`config.mk`:
```
export PLATFORM = sky130hd
export DESIGN_NAME = cpu_control_fsm_flat
export DESIGN_NICKNAME = d
export VERILOG_FILES = /design/src/rtl/cpu_control_fsm_pkg.sv /design/src/rtl/cpu_control_fsm_if.sv /design/src/rtl/cpu_control_fsm_cond_unit.sv /design/src/rtl/cpu_control_fsm.sv /design/src/flat_wrapper.sv
export SDC_FILE = /design/constraint.sdc
export NUM_CORES = 1
export LEC_CHECK = 0
export CORE_UTILIZATION = 38
export CTS_BUF_LIST = sky130_fd_sc_hd__clkbuf_8
export DETAILED_ROUTE_END_ITERATION = 8
export GPL_TIMING_DRIVEN = 0
export PLACE_DENSITY = 0.87
export SKIP_CTS_REPAIR_TIMING = 1
export SLEW_MARGIN = 0
export SYNTH_ARGS = -nofsm -noshare
export SYNTH_HDL_FRONTEND = slang
export SYNTH_SLANG_ARGS = --single-unit
```
`constraint.sdc`:
```
create_clock -name clk -period 3.45 [get_ports clk]
set_input_delay 0.345 -clock clk [delete_from_list [all_inputs] [get_ports clk]]
set_output_delay 0.345 -clock clk [all_outputs]
set_load 0.01 [all_outputs]
```
`src/rtl/cpu_control_fsm_pkg.sv`:
```
// Shared types and constants for the multicycle CPU controller.
// States, ALU ops, ARM cmd/cond codes and datapath mux selects.
package cpu_ctrl_pkg;

  localparam int ALU_CTRL_W = 4;
  localparam int FLAGS_W    = 4;

  typedef enum logic [3:0] {
    FETCH, DECODE, EXECR, EXECI, ALUWB,
    MEMADR, MEMRD, MEMWB, MEMWR, BRANCH
  } state_t;

  localparam logic [3:0] ALU_ADD = 4'b0000;
  localparam logic [3:0] ALU_SUB = 4'b0001;
  localparam logic [3:0] ALU_AND = 4'b0010;
  localparam logic [3:0] ALU_ORR = 4'b0011;

  localparam logic [3:0] CMD_AND = 4'b0000;
  localparam logic [3:0] CMD_SUB = 4'b0010;
  localparam logic [3:0] CMD_ADD = 4'b0100;
  localparam logic [3:0] CMD_CMP = 4'b1010;
  localparam logic [3:0] CMD_ORR = 4'b1100;

  localparam logic [1:0] OP_DP  = 2'b00;
  localparam logic [1:0] OP_MEM = 2'b01;
  localparam logic [1:0] OP_BR  = 2'b10;

  localparam logic [3:0] COND_EQ = 4'h0;
  localparam logic [3:0] COND_NE = 4'h1;
  localparam logic [3:0] COND_CS = 4'h2;
  localparam logic [3:0] COND_CC = 4'h3;
  localparam logic [3:0] COND_MI = 4'h4;
  localparam logic [3:0] COND_PL = 4'h5;
  localparam logic [3:0] COND_VS = 4'h6;
  localparam logic [3:0] COND_VC = 4'h7;
  localparam logic [3:0] COND_HI = 4'h8;
  localparam logic [3:0] COND_LS = 4'h9;
  localparam logic [3:0] COND_GE = 4'hA;
  localparam logic [3:0] COND_LT = 4'hB;
  localparam logic [3:0] COND_GT = 4'hC;
  localparam logic [3:0] COND_LE = 4'hD;
  localparam logic [3:0] COND_AL = 4'hE;

  localparam logic [1:0] SRCA_REG    = 2'b00;
  localparam logic [1:0] SRCA_PC     = 2'b01;
  localparam logic [1:0] SRCA_ALUOUT = 2'b10;
  localparam logic [1:0] SRCB_REG    = 2'b00;
  localparam logic [1:0] SRCB_IMM    = 2'b01;
  localparam logic [1:0] SRCB_FOUR   = 2'b10;
  localparam logic [1:0] RES_ALUOUT  = 2'b00;
  localparam logic [1:0] RES_DATA    = 2'b01;
  localparam logic [1:0] RES_ALU     = 2'b10;

  function automatic logic [ALU_CTRL_W-1:0] alu_op(
    input logic [3:0] cmd
  );
    unique case (cmd)
      CMD_SUB, CMD_CMP: alu_op = ALU_SUB;
      CMD_AND:          alu_op = ALU_AND;
      CMD_ORR:          alu_op = ALU_ORR;
      default:          alu_op = ALU_ADD;
    endcase
  endfunction

endpackage

```
`src/rtl/cpu_control_fsm_if.sv`:
```
// Controller <-> datapath bundle: IR/flags in, enables and selects out.
interface cpu_control_fsm_if;
  import cpu_ctrl_pkg::*;

  logic [31:0]           instr;
  logic [FLAGS_W-1:0]    alu_flags;
  logic                  pc_write;
  logic                  adr_src;
  logic                  mem_write;
  logic                  ir_write;
  logic                  reg_write;
  logic [1:0]            alu_src_a;
  logic [1:0]            alu_src_b;
  logic [1:0]            result_src;
  logic [ALU_CTRL_W-1:0] alu_control;
  logic [FLAGS_W-1:0]    flags_q;
  logic                  illegal_instr;
  logic [3:0]            state_dbg;

  modport master (
    input  instr, alu_flags,
    output pc_write, adr_src, mem_write,
    output ir_write, reg_write,
    output alu_src_a, alu_src_b, result_src,
    output alu_control, flags_q,
    output illegal_instr, state_dbg
  );

  modport slave (
    output instr, alu_flags,
    input  pc_write, adr_src, mem_write,
    input  ir_write, reg_write,
    input  alu_src_a, alu_src_b, result_src,
    input  alu_control, flags_q,
    input  illegal_instr, state_dbg
  );

endinterface

```
`src/rtl/cpu_control_fsm_cond_unit.sv`:
```
// ARM condition-code evaluator; flags ordered N,Z,C,V (MSB..LSB).
module cond_unit
  import cpu_ctrl_pkg::*;
(
  input  logic [3:0]         cond,
  input  logic [FLAGS_W-1:0] flags,
  output logic               cond_ex
);

  logic n, z, c, v;
  assign {n, z, c, v} = flags;

  always_comb begin
    cond_ex = 1'b0;
    unique case (cond)
      COND_EQ: cond_ex = z;
      COND_NE: cond_ex = !z;
      COND_CS: cond_ex = c;
      COND_CC: cond_ex = !c;
      COND_MI: cond_ex = n;
      COND_PL: cond_ex = !n;
      COND_VS: cond_ex = v;
      COND_VC: cond_ex = !v;
      COND_HI: cond_ex = c && !z;
      COND_LS: cond_ex = !c || z;
      COND_GE: cond_ex = (n == v);
      COND_LT: cond_ex = (n != v);
      COND_GT: cond_ex = !z && (n == v);
      COND_LE: cond_ex = z || (n != v);
      COND_AL: cond_ex = 1'b1;
      default: cond_ex = 1'b0;
    endcase
  end

endmodule

```
`src/rtl/cpu_control_fsm.sv`:
```
// Multicycle main controller: sequences FETCH..WRITEBACK,
// drives datapath enables/selects and owns the NZCV register.
module cpu_control_fsm
  import cpu_ctrl_pkg::*;
(
  input logic             clk,
  input logic             reset,
  cpu_control_fsm_if.master ctrl
);

  state_t state, state_n;
  logic [FLAGS_W-1:0] flags_r, flags_d;
  logic [1:0] op;
  logic [5:0] funct;
  logic [3:0] cmd, rd;
  logic is_cmp, arith, cmd_ok;
  logic dp_bad, ld_bad, cond_ex;
  logic unused_bits;

  assign op     = ctrl.instr[27:26];
  assign funct  = ctrl.instr[25:20];
  assign cmd    = funct[4:1];
  assign rd     = ctrl.instr[15:12];
  assign is_cmp = (cmd == CMD_CMP);
  assign arith  = (cmd == CMD_ADD) || (cmd == CMD_SUB) || is_cmp;
  assign cmd_ok = arith || (cmd == CMD_AND) || (cmd == CMD_ORR);
  // PC writeback is unsupported: reject it up front in DECODE
  assign dp_bad = !cmd_ok || ((rd == 4'hF) && !is_cmp);
  assign ld_bad = (rd == 4'hF) && funct[0];
  assign unused_bits = ^{ctrl.instr[19:16], ctrl.instr[11:0]};

  cond_unit u_cond (
    .cond    (ctrl.instr[31:28]),
    .flags   (flags_r),
    .cond_ex (cond_ex)
  );

  always_ff @(posedge clk) begin
    if (reset) begin
      state   <= FETCH;
      flags_r <= '0;
    end else begin
      state   <= state_n;
      flags_r <= flags_d;
    end
  end

  always_comb begin
    state_n            = state;
    flags_d            = flags_r;
    ctrl.pc_write      = 1'b0;
    ctrl.adr_src       = 1'b0;
    ctrl.mem_write     = 1'b0;
    ctrl.ir_write      = 1'b0;
    ctrl.reg_write     = 1'b0;
    ctrl.alu_src_a     = SRCA_REG;
    ctrl.alu_src_b     = SRCB_REG;
    ctrl.result_src    = RES_ALUOUT;
    ctrl.alu_control   = ALU_ADD;
    ctrl.illegal_instr = 1'b0;
    unique case (state)
      FETCH: begin
        ctrl.ir_write   = 1'b1;
        ctrl.pc_write   = 1'b1;
        ctrl.alu_src_a  = SRCA_PC;
        ctrl.alu_src_b  = SRCB_FOUR;
        ctrl.result_src = RES_ALU;
        state_n         = DECODE;
      end
      DECODE: begin
        ctrl.alu_src_a = SRCA_PC;
        ctrl.alu_src_b = SRCB_FOUR;
        state_n        = FETCH;
        if (cond_ex) begin
          unique case (1'b1)
            (op == OP_DP) && !dp_bad:
              state_n = funct[5] ? EXECI : EXECR;
            (op == OP_MEM) && !ld_bad:
              state_n = MEMADR;
            (op == OP_BR):
              state_n = BRANCH;
            default:
              ctrl.illegal_instr = 1'b1;
          endcase
        end
      end
      EXECR, EXECI: begin
        ctrl.alu_src_b   = (state == EXECI) ? SRCB_IMM : SRCB_REG;
        ctrl.alu_control = alu_op(cmd);
        // logical ops leave C and V untouched
        if (funct[0] || is_cmp) begin
          flags_d[3:2] = ctrl.alu_flags[3:2];
          if (arith) flags_d[1:0] = ctrl.alu_flags[1:0];
        end
        state_n = is_cmp ? FETCH : ALUWB;
      end
      ALUWB: begin
        ctrl.reg_write = 1'b1;
        state_n        = FETCH;
      end
      MEMADR: begin
        ctrl.alu_src_b = SRCB_IMM;
        state_n        = funct[0] ? MEMRD : MEMWR;
      end
      MEMRD: begin
        ctrl.adr_src = 1'b1;
        state_n      = MEMWB;
      end
      MEMWB: begin
        ctrl.reg_write  = 1'b1;
        ctrl.result_src = RES_DATA;
        state_n         = FETCH;
      end
      MEMWR: begin
        ctrl.adr_src   = 1'b1;
        ctrl.mem_write = 1'b1;
        state_n        = FETCH;
      end
      BRANCH: begin
        ctrl.alu_src_a  = SRCA_ALUOUT;
        ctrl.alu_src_b  = SRCB_IMM;
        ctrl.result_src = RES_ALU;
        ctrl.pc_write   = 1'b1;
        state_n         = FETCH;
      end
      default: state_n = FETCH;
    endcase
    if (reset) begin
      ctrl.pc_write      = 1'b0;
      ctrl.adr_src       = 1'b0;
      ctrl.mem_write     = 1'b0;
      ctrl.ir_write      = 1'b0;
      ctrl.reg_write     = 1'b0;
      ctrl.alu_src_a     = 2'b00;
      ctrl.alu_src_b     = 2'b00;
      ctrl.result_src    = 2'b00;
      ctrl.alu_control   = ALU_ADD;
      ctrl.illegal_instr = 1'b0;
      state_n            = FETCH;
      flags_d            = '0;
    end
  end

  assign ctrl.flags_q   = flags_r;
  assign ctrl.state_dbg = state;

endmodule

```
`src/flat_wrapper.sv`:
```
// flat-port wrapper written by rule: the top's interface ports become plain ports
module cpu_control_fsm_flat import cpu_ctrl_pkg::*;
  (clk, reset, ctrl_instr, ctrl_alu_flags, ctrl_pc_write, ctrl_adr_src, ctrl_mem_write, ctrl_ir_write, ctrl_reg_write, ctrl_alu_src_a, ctrl_alu_src_b, ctrl_result_src, ctrl_alu_control, ctrl_flags_q, ctrl_illegal_instr, ctrl_state_dbg);
  cpu_control_fsm_if ctrl_i ();
  input logic clk;
  input logic reset;
  input wire logic [$bits(ctrl_i.instr)-1:0] ctrl_instr;
  input wire logic [$bits(ctrl_i.alu_flags)-1:0] ctrl_alu_flags;
  output wire logic [$bits(ctrl_i.pc_write)-1:0] ctrl_pc_write;
  output wire logic [$bits(ctrl_i.adr_src)-1:0] ctrl_adr_src;
  output wire logic [$bits(ctrl_i.mem_write)-1:0] ctrl_mem_write;
  output wire logic [$bits(ctrl_i.ir_write)-1:0] ctrl_ir_write;
  output wire logic [$bits(ctrl_i.reg_write)-1:0] ctrl_reg_write;
  output wire logic [$bits(ctrl_i.alu_src_a)-1:0] ctrl_alu_src_a;
  output wire logic [$bits(ctrl_i.alu_src_b)-1:0] ctrl_alu_src_b;
  output wire logic [$bits(ctrl_i.result_src)-1:0] ctrl_result_src;
  output wire logic [$bits(ctrl_i.alu_control)-1:0] ctrl_alu_control;
  output wire logic [$bits(ctrl_i.flags_q)-1:0] ctrl_flags_q;
  output wire logic [$bits(ctrl_i.illegal_instr)-1:0] ctrl_illegal_instr;
  output wire logic [$bits(ctrl_i.state_dbg)-1:0] ctrl_state_dbg;
  assign ctrl_i.instr = ctrl_instr;
  assign ctrl_i.alu_flags = ctrl_alu_flags;
  assign ctrl_pc_write = ctrl_i.pc_write;
  assign ctrl_adr_src = ctrl_i.adr_src;
  assign ctrl_mem_write = ctrl_i.mem_write;
  assign ctrl_ir_write = ctrl_i.ir_write;
  assign ctrl_reg_write = ctrl_i.reg_write;
  assign ctrl_alu_src_a = ctrl_i.alu_src_a;
  assign ctrl_alu_src_b = ctrl_i.alu_src_b;
  assign ctrl_result_src = ctrl_i.result_src;
  assign ctrl_alu_control = ctrl_i.alu_control;
  assign ctrl_flags_q = ctrl_i.flags_q;
  assign ctrl_illegal_instr = ctrl_i.illegal_instr;
  assign ctrl_state_dbg = ctrl_i.state_dbg;
  cpu_control_fsm u_core (.clk(clk), .reset(reset), .ctrl(ctrl_i));
endmodule
```
* Word-level counts from Yosys, hierarchy flattened *
Index checks and enable logic that the tools add are counted.

word-level totals
  bits of input ports = 38
  output and inout port bits = 24
  register bits after elaboration = 8
  logic and storage cells = 102

operators by class
  reduce and logical (&&, ||, !) cells = 36
  mux-type cells = 31
  equal/unequal tests = 32

operators by type and width
  operator              count
  $eq A4 B4 Y1 const B  12
  $eq A4 B3 Y1 const B  9
  $eq A4 B2 Y1 const B  5
  $pmux W4 S5           1
  $mux W1               16
  $mux W4               4
  $pmux W1 S15          1
  $reduce_or A2 Y1      7
  $logic_not A4 Y1      3
  $pmux W2 S3           2
  $pmux W4 S3           1
  $eq A4 B1 Y1 const B  2
  $logic_not A1 Y1      8
  $logic_or A1 B1 Y1    8
  $pmux W2 S2           2
  $logic_and A1 B1 Y1   6
  $mux W2               3
  $mux W3               1
  $reduce_and A3 Y1     1
  $reduce_or A3 Y1      1
  $eq A2 B1 Y1 const B  1
  $eq A2 B2 Y1 const B  1
  $logic_not A2 Y1      1
  $reduce_and A2 Y1     1
  other kinds (2)       2

* Depth between registers and ports, before layout *
Gate-level depths: netlist (run 1).

  depth after elaboration = 14
  depth in mapped cells = 7

* Cells and area by module *
From an unflattened synthesis (run 1), not the netlist that was laid out.

second synthesis, totals
  cell total of the unflattened synthesis = 132
  area total of the unflattened synthesis = 954.7 µm²

modules (own cells, without submodules)
  module           area each (µm²)  instances  cells an instance
  cpu_control_fsm  760.7            1          104
  cond_unit        193.9            1          28

* Worst setup path after synthesis (run 1) *
Ideal clock, no wire load.

  path type = flip-flop to output port
  start = register u_core.state[1], in the netlist u_core.ctrl.state_dbg[1]
  end = output port ctrl_alu_control[1]
  stages on the path, launching flop included = 5
  path slack = 1.551 ns
  arrival = 1.554 ns
  path buffers = 1
  cells stage by stage = dfxtp_1 -> clkbuf_1 -> nand2_1 -> or3_1 -> nor4_1

on the way
  word-level cells in the longest chain between the ends = 4
  elaborated cells between the ends (all ways) = 5

ends and longest elaborated chain
  element                 line                    source
  start, declared         cpu_control_fsm.sv:11   state_t state, state_n;
  start signal, assigned  cpu_control_fsm.sv:43   state <= state_n;
  $eq A4 B2 Y1            cpu_control_fsm.sv:61   unique case (state)
  $reduce_or A2 Y1 (*)    cpu_control_fsm.sv:61
  $mux W4 (*)             cpu_control_fsm.sv:61
  $mux W4 (*)             cpu_control_fsm.sv:128  if (reset) begin
  end, declared           flat_wrapper.sv:17      output wire logic [$bits(ctrl_i.alu_control)-1:0] ctrl_alu_control;

Mark *: on every way between the ends. The rest lies on a longest branch, timed or not.

* Worst setup path after layout (run 1) *
  start = input port ctrl_instr[29]
  end = output port ctrl_illegal_instr

on the way
  word-level cells in the longest chain between the ends = 5
  elaborated cells between the ends (all ways) = 19

ends and longest elaborated chain
  element                               line                             source
  start, declared                       flat_wrapper.sv:7                input wire logic [$bits(ctrl_i.instr)-1:0] ctrl_instr;
  $eq A4 B4 Y1 (tied with other cells)  cpu_control_fsm_cond_unit.sv:15  unique case (cond)
  $pmux W1 S15 (*)                      cpu_control_fsm_cond_unit.sv:15
  $mux W1 (*)                           cpu_control_fsm.sv:74            if (cond_ex) begin
  $mux W1 (*)                           cpu_control_fsm.sv:61
  $mux W1 (*)                           cpu_control_fsm.sv:128
  end, declared                         flat_wrapper.sv:19               output wire logic [$bits(ctrl_i.illegal_instr)-1:0] ctrl_illegal_instr;

Marked as above.

==> results of run 1 <==
cell type report:
class / count / area, sq um / share of cell area (%)
Multi-Input combinational cell: 99 / 640.6 / 46.72
Tap cell: 27 / 33.78 / 2.463
Clock buffer: 3 / 41.29 / 3.011
Inverter: 1 / 3.754 / 0.2737
Timing Repair Buffer: 42 / 420.4 / 30.66
Sequential cell: 8 / 160.2 / 11.68
Buffer: 10 / 71.32 / 5.201
worst max path at each step:
stage / start / to / slack (ps) / depth (start not counted)
global placement: ctrl_instr[29] / ctrl_illegal_instr / 560 / 8
CTS: ctrl_instr[29] / ctrl_illegal_instr / 490 / 8
global route: ctrl_instr[29] / ctrl_illegal_instr / 350 / 8
floorplan: u_core.ctrl.state_dbg[1] / ctrl_alu_control[1] / 1550 / 4
finish: ctrl_instr[29] / ctrl_illegal_instr / 500 / 8
detailed placement: ctrl_instr[29] / ctrl_illegal_instr / 490 / 8
registers in the layout, indices dropped and copies added (netlist names):
| name | count |
|---|---|
| u_core.ctrl.flags_q | 4 |
| u_core.ctrl.state_dbg | 4 |
metal layers:
metal | vias to the layer above | global-route usage, %
met2 | 43 | 39.41
met5 | - | 0
met4 | 0 | 9.524
met3 | 6 | 5.864
li1 | 520 | -
met1 | 477 | 24.35
cells in the mapped netlist, drive strengths merged, types with 2 or more instances:
cell,n
a2111oi,2
a211oi,2
a21oi,9
a31oi,3
and3,2
and3b,2
buf,6
clkbuf,4
dfxtp,8
mux2i,6
nand2,9
nand2b,5
nand3,2
nand3b,3
nor2,14
nor2b,6
nor3,6
nor4,2
o21ai,4
o32ai,2
or2,3
critical path, stage by stage:
cell	delay [ps]
clkdlybuf4s50_1	600
mux2i_1	270
a21oi_2	80
nor3_1	270
a2111oi_4	110
a21oi_1	200
and3_1	200
clkdlybuf4s50_1	540
through the flow:
step           utilization, %  power, uW
2_1_floorplan               -      157.6
3_3_place_gp            64.50      210.1
3_5_place_dp            64.50      213.9
4_1_cts                 66.50      327.7
5_1_grt                 66.50      343.5
6_report                66.50      327.4
logic make-up (layout without fill, tap and decap cells):
group                     after synthesis  count (layout)
and+or+nand+nor                        59              59
muxes                                   6               6
AOI/OAI and AO/OA                      30              30
other                                   1               2
buffers and inverters                  11              56
DFF                                     8               8
xor gates and xnor gates                2               2
power groups by stage:
stage                     sequential, uW  combinational [uW]  clock [uW]
after CTS                           97.3                 115         115
after floorplan                     99.8                57.8           0
after global routing                97.6                 126         120
final                               97.3                 115         115
after detailed placement            98.8                 115           0
after global placement              98.6                 111           0
cells in the final DEF, fill, tap and decap left out, types with 2 or more instances in the layout:
cell             netlist  final
nor4_1                 2      2
o32ai_1                2      2
nand3_1                2      2
and3_1                 2      2
mux2i_1                6      6
clkbuf_1               4      4
nand2b_1               4      4
dfxtp_1                8      8
a21oi_1                7      7
buf_6                  3      3
conb_1                 1      2
clkbuf_8               0      3
a31oi_1                3      3
nor3_1                 6      6
and3b_1                2      2
or2_2                  3      3
a211oi_1               2      2
clkdlybuf4s50_1        0     42
nand3b_1               3      3
nor2b_1                6      6
nor2_1                14     14
a21oi_2                2      2
nand2_1                9      9
buf_4                  3      3
o21ai_0                4      4
==> results.json, run 1 <==
{
  "synth_area_sq_um": 872.1,
  "worstSetupStartpointType": "input port",
  "rsz0062_at_grt": "no",
  "fin_cells": 190,
  "min_from": "u_core.ctrl.state_dbg[0]",
  "cts_sinks": 8,
  "rows": 16,
  "wl_um": 2494,
  "final.period_utilization_pct": 85.62,
  "status": "finished, final reports clean",
  "intPower_uw": 234.5,
  "worstPathMaxFanout": 7,
  "cts_tree": "done",
  "clock_skew_ps": 4.505,
  "synth_compound_area_share_pct": 26.40,
  "reg2reg_slack_ps": 1870,
  "fillers": 182,
  "placed_cell_area_sq_um": 1330,
  "wl_met3_um": 149,
  "highest_layer": "met4",
  "coreArea_sq_um": 2062,
  "final_nets": 203,
  "drt-pass1-iter-count": 4,
  "worst_slack_ps": 496.2,
  "synth.area.top_cells": "dfxtp_1 18%, mux2i_1 6.9%, nor2_1 6.0%",
  "synth_top_area_share_pct": 18.36,
  "ys_types": 42,
  "place_ws_ps": 490.9,
  "placedCellCount": 187,
  "synthesis.instances": 117,
  "routabilityCongestion": 0.8633,
  "die_w_um": 49.91,
  "antenna_left": 0,
  "yosysWarnings": 0,
  "setup_viol": 0,
  "hold_violations": 0,
  "path_clk_slew_ps": 40,
  "dr.first_iter.drc_count": 20,
  "seq_area_frac_synth_pct": 18.36,
  "htreeDepth": 1,
  "vias_per_cell": 5.505,
  "met2_length_um": 1266,
  "cts-buffers-inserted": 3,
  "timing.rr.end": "u_core.ctrl.state_dbg[3]",
  "cp-end-kind": "output port",
  "synth_top_family_by_area": "simple AND/OR/NAND/NOR gates",
  "cap_violations": 0,
  "vias": 1046,
  "peakVddDrop_uv": 174.7,
  "clockBufferDepth": 2,
  "fin_area_sq_um": 1371,
  "dpl.hpwl_um": 1991,
  "clkPwrFrac_pct": 35.0,
  "share_seq_of_total_power_pct": 29.7,
  "antenna_cells": 0,
  "r2r_cells": 6,
  "cp.arrival_ps": 2610,
  "setup-tns-final_ps": 0,
  "grt_max_degree": 11,
  "worstHoldPathCells": 2,
  "clk_latency_ps": 230,
  "drc_errors": 0,
  "grt_pass1_vias": 971,
  "grt_usage_pct": 22.15,
  "p_per_area_nw_per_um2": 238.7,
  "synthMuxAreaShare_pct": 6.887,
  "synth_top_area_cell": "dfxtp_1",
  "hp-class": "reg -> reg",
  "r2r_start": "u_core.ctrl.flags_q[3]",
  "swShare_pct": 28.38,
  "critical_path_class": "in -> out",
  "yosys.area_share.xor_xnor_pct": 2.009,
  "initial_core_util_pct": 42.29,
  "yosys.area_share.simple_pct": 37.30,
  "drive_above_1_share_pct": 10.43,
  "max_freq_ghz": 0.3385,
  "grt_pass1_wl_um": 4209,
  "io_pins": 62,
  "drv_slew": 0,
  "die_h_um": 49.91,
  "wl_per_cell_um": 13.13,
  "m1WireLength_um": 1051,
  "synth_edf_count": 0,
  "power_switching_uw": 92.91,
  "root_buffer": "clkbuf_8",
  "synthFlopType": "dfxtp_1",
  "io_buffers": 42,
  "overflow": 0,
  "async_flop_share_pct": 0,
  "syn2layout_area_growth_pct": 57.25,
  "synth_seq_cells": 8,
  "hold_ws_ps": 599.2,
  "antenna_found_initial": 0,
  "synthAdderAreaFrac_pct": 0,
  "critPathRequiredTime_ps": 3110,
  "leakagePower_uw": 0.0005208,
  "min_period_ps": 2954,
  "comb_power_share_pct": 35.2,
  "die_area_sq_um": 2491,
  "syn_avg_cell_area_sq_um": 7.454,
  "holdPathEnd": "u_core.ctrl.state_dbg[3]"
}
No activity file was read; power rests on OpenSTA's default activity.
==> inputs of run 2 (changes only) <==
--- a/config.mk
+++ b/config.mk
@@ -5,10 +5,10 @@
 export SDC_FILE = /design/constraint.sdc
 export NUM_CORES = 1
 export LEC_CHECK = 0
+export CORE_MARGIN = 5
 export CORE_UTILIZATION = 38
 export CTS_BUF_LIST = sky130_fd_sc_hd__clkbuf_8
 export DETAILED_ROUTE_END_ITERATION = 8
-export GPL_TIMING_DRIVEN = 0
 export PLACE_DENSITY = 0.87
 export SKIP_CTS_REPAIR_TIMING = 1
 export SLEW_MARGIN = 0
==> results.json, run 2 (synthesis results as in run 1) <==
{
  "intPower_uw": 228.4,
  "wl_um": 2546,
  "vias": 1032,
  "crit_buf_inv": 2,
  "rows": 17,
  "layout_common_cells": "43 x clkdlybuf4s50_1, 14 x nor2_1, 9 x nand2_1",
  "peakVddDrop_uv": 140.1,
  "cpMostUsedCell": "clkdlybuf4s50_1",
  "die_w_um": 57.91,
  "io_buffers": 43,
  "root_buffer": "clkbuf_8",
  "cts_tree": "done",
  "io_pins": 62,
  "crit_cells": 8,
  "crit_path_top_delay_cell": "clkdlybuf4s50_1",
  "setup_viol": 0,
  "coreArea_sq_um": 2212,
  "leakagePower_uw": 0.0004861,
  "drt-pass1-iter-count": 5,
  "htreeDepth": 1,
  "routabilityCongestion": 0.8492,
  "grt_use_met3_pct": 3.786,
  "dpl.hpwl_um": 2059,
  "max_freq_ghz": 0.3364,
  "path_clk_slew_ps": 40,
  "antenna_left": 0,
  "hp-class": "reg -> reg",
  "clockBufferDepth": 2,
  "grt_usage_pct": 15.21,
  "grt_pass1_wl_um": 4077,
  "fillers": 211,
  "die_area_sq_um": 3353,
  "worstPathMaxFanout": 7,
  "worstPathCellList": "clkdlybuf4s50_1 -> mux2i_1 -> a21oi_2 -> nor3_1 -> a2111oi_4 -> a21oi_1 -> and3_1 -> clkdlybuf4s50_1",
  "clkPwrFrac_pct": 35.4,
  "r2r_start": "u_core.ctrl.flags_q[2]",
  "clock_skew_ps": 1.322,
  "cts-buffers-inserted": 3,
  "cap_violations": 0,
  "worstHoldPathCells": 2,
  "top_usage_layer": "met2",
  "hold_violations": 0,
  "vias_per_cell": 5.670,
  "cp_slowest_stage_delay_ps": 600,
  "hold_ws_ps": 608.4,
  "wl_per_cell_um": 13.99,
  "timing.rr.end": "u_core.ctrl.state_dbg[1]",
  "cp-end-kind": "output port",
  "share_seq_of_total_power_pct": 32.1,
  "setup-tns-final_ps": 0,
  "multi_input_comb_area_sq_um": 640.6,
  "drive_above_1_share_pct": 7.143,
  "final_common_cell": "clkdlybuf4s50_1",
  "critical_path_class": "in -> out",
  "min_from": "u_core.ctrl.flags_q[1]",
  "rsz0062_at_grt": "no",
  "power_switching_uw": 90.07,
  "antenna_cells": 0,
  "syn2layout_area_growth_pct": 50.36,
  "critPathRequiredTime_ps": 3110,
  "comb_power_share_pct": 32.5,
  "cts_sinks": 8,
  "dr.first_iter.drc_count": 24,
  "r2r_cells": 6,
  "initial_core_util_pct": 39.42,
  "grtUsageMet2_pct": 28.55,
  "drc_errors": 0,
  "final_nets": 194,
  "die_h_um": 57.91,
  "final.period_utilization_pct": 86.17,
  "grt_max_degree": 14,
  "antenna_found_initial": 0,
  "drv_slew": 0,
  "p_per_area_nw_per_um2": 242.9,
  "worstSetupStartpointType": "input port",
  "globalRouteMet1Util_pct": 15.89,
  "seqCellArea_sq_um": 160.2,
  "grt_pass1_vias": 980,
  "cp.arrival_ps": 2630,
  "overflow": 0,
  "critical_path.top_delay_family": "buffers and inverters",
  "holdPathEnd": "u_core.ctrl.flags_q[1]",
  "reg2reg_slack_ps": 1860,
  "status": "finished, final reports clean",
  "clk_latency_ps": 230,
  "min_period_ps": 2973,
  "swShare_pct": 28.28
}
run 2: changes by cell type in the layout (fill, tap and decap cells not counted), sizes merged:
cell	previous run	this run
clkbuf	7	3
buf	6	0
clkdlybuf4s50	42	43
run 2: stage by stage:
stage	setup slack (ps)	util, %	cells	power, uW	cell area, sq um
finish	477.2	59.28	182	318.5	1311
global route	259.3	59.28	182	339.8	1311
CTS	474.1	59.28	182	322.4	1311
detailed placement	479.6	57.41	179	206.9	1270
global placement	538.6	57.41	179	203.1	1270
floorplan	1551	-	118	157.6	875.8
run 2: worst max path at each step:
stage / end / slack, ps / start
floorplan: ctrl_alu_control[1] / 1550 / u_core.ctrl.state_dbg[1]
global placement: ctrl_illegal_instr / 540 / ctrl_instr[29]
detailed placement: ctrl_illegal_instr / 480 / ctrl_instr[29]
CTS: ctrl_illegal_instr / 470 / ctrl_instr[29]
global route: ctrl_illegal_instr / 260 / ctrl_instr[31]
finish: ctrl_illegal_instr / 480 / ctrl_instr[29]
run 2: worst min-delay path, cell delays in order (launching register included):
cell and delay [ps]:
dfxtp_1 350, mux2i_1 150, nor2_1 60
run 2: power by group through the flow:
stage	sequential, uW	clock, uW	combinational [uW]
after CTS	102	117	104
after global placement	103	0	99.9
after floorplan	99.8	0	57.8
after global routing	103	124	112
after detailed placement	103	0	103
final	102	113	104
run 2: cell type report:
| cell class | instances | share of cell area, % |
|---|---|---|
| multi-input cells | 99 | 48.85 |
| inverters | 1 | 0.2863 |
| clock buffers | 3 | 3.149 |
| well taps | 28 | 2.672 |
| flip-flops and latches | 8 | 12.21 |
| repair buffers | 43 | 32.82 |
run 2: routing by layer:
layer	routed length, um	part of all wire, %
met1	983	39
met3	247	9.7
met2	1260	49
met4	55	2.2
met5	0	0
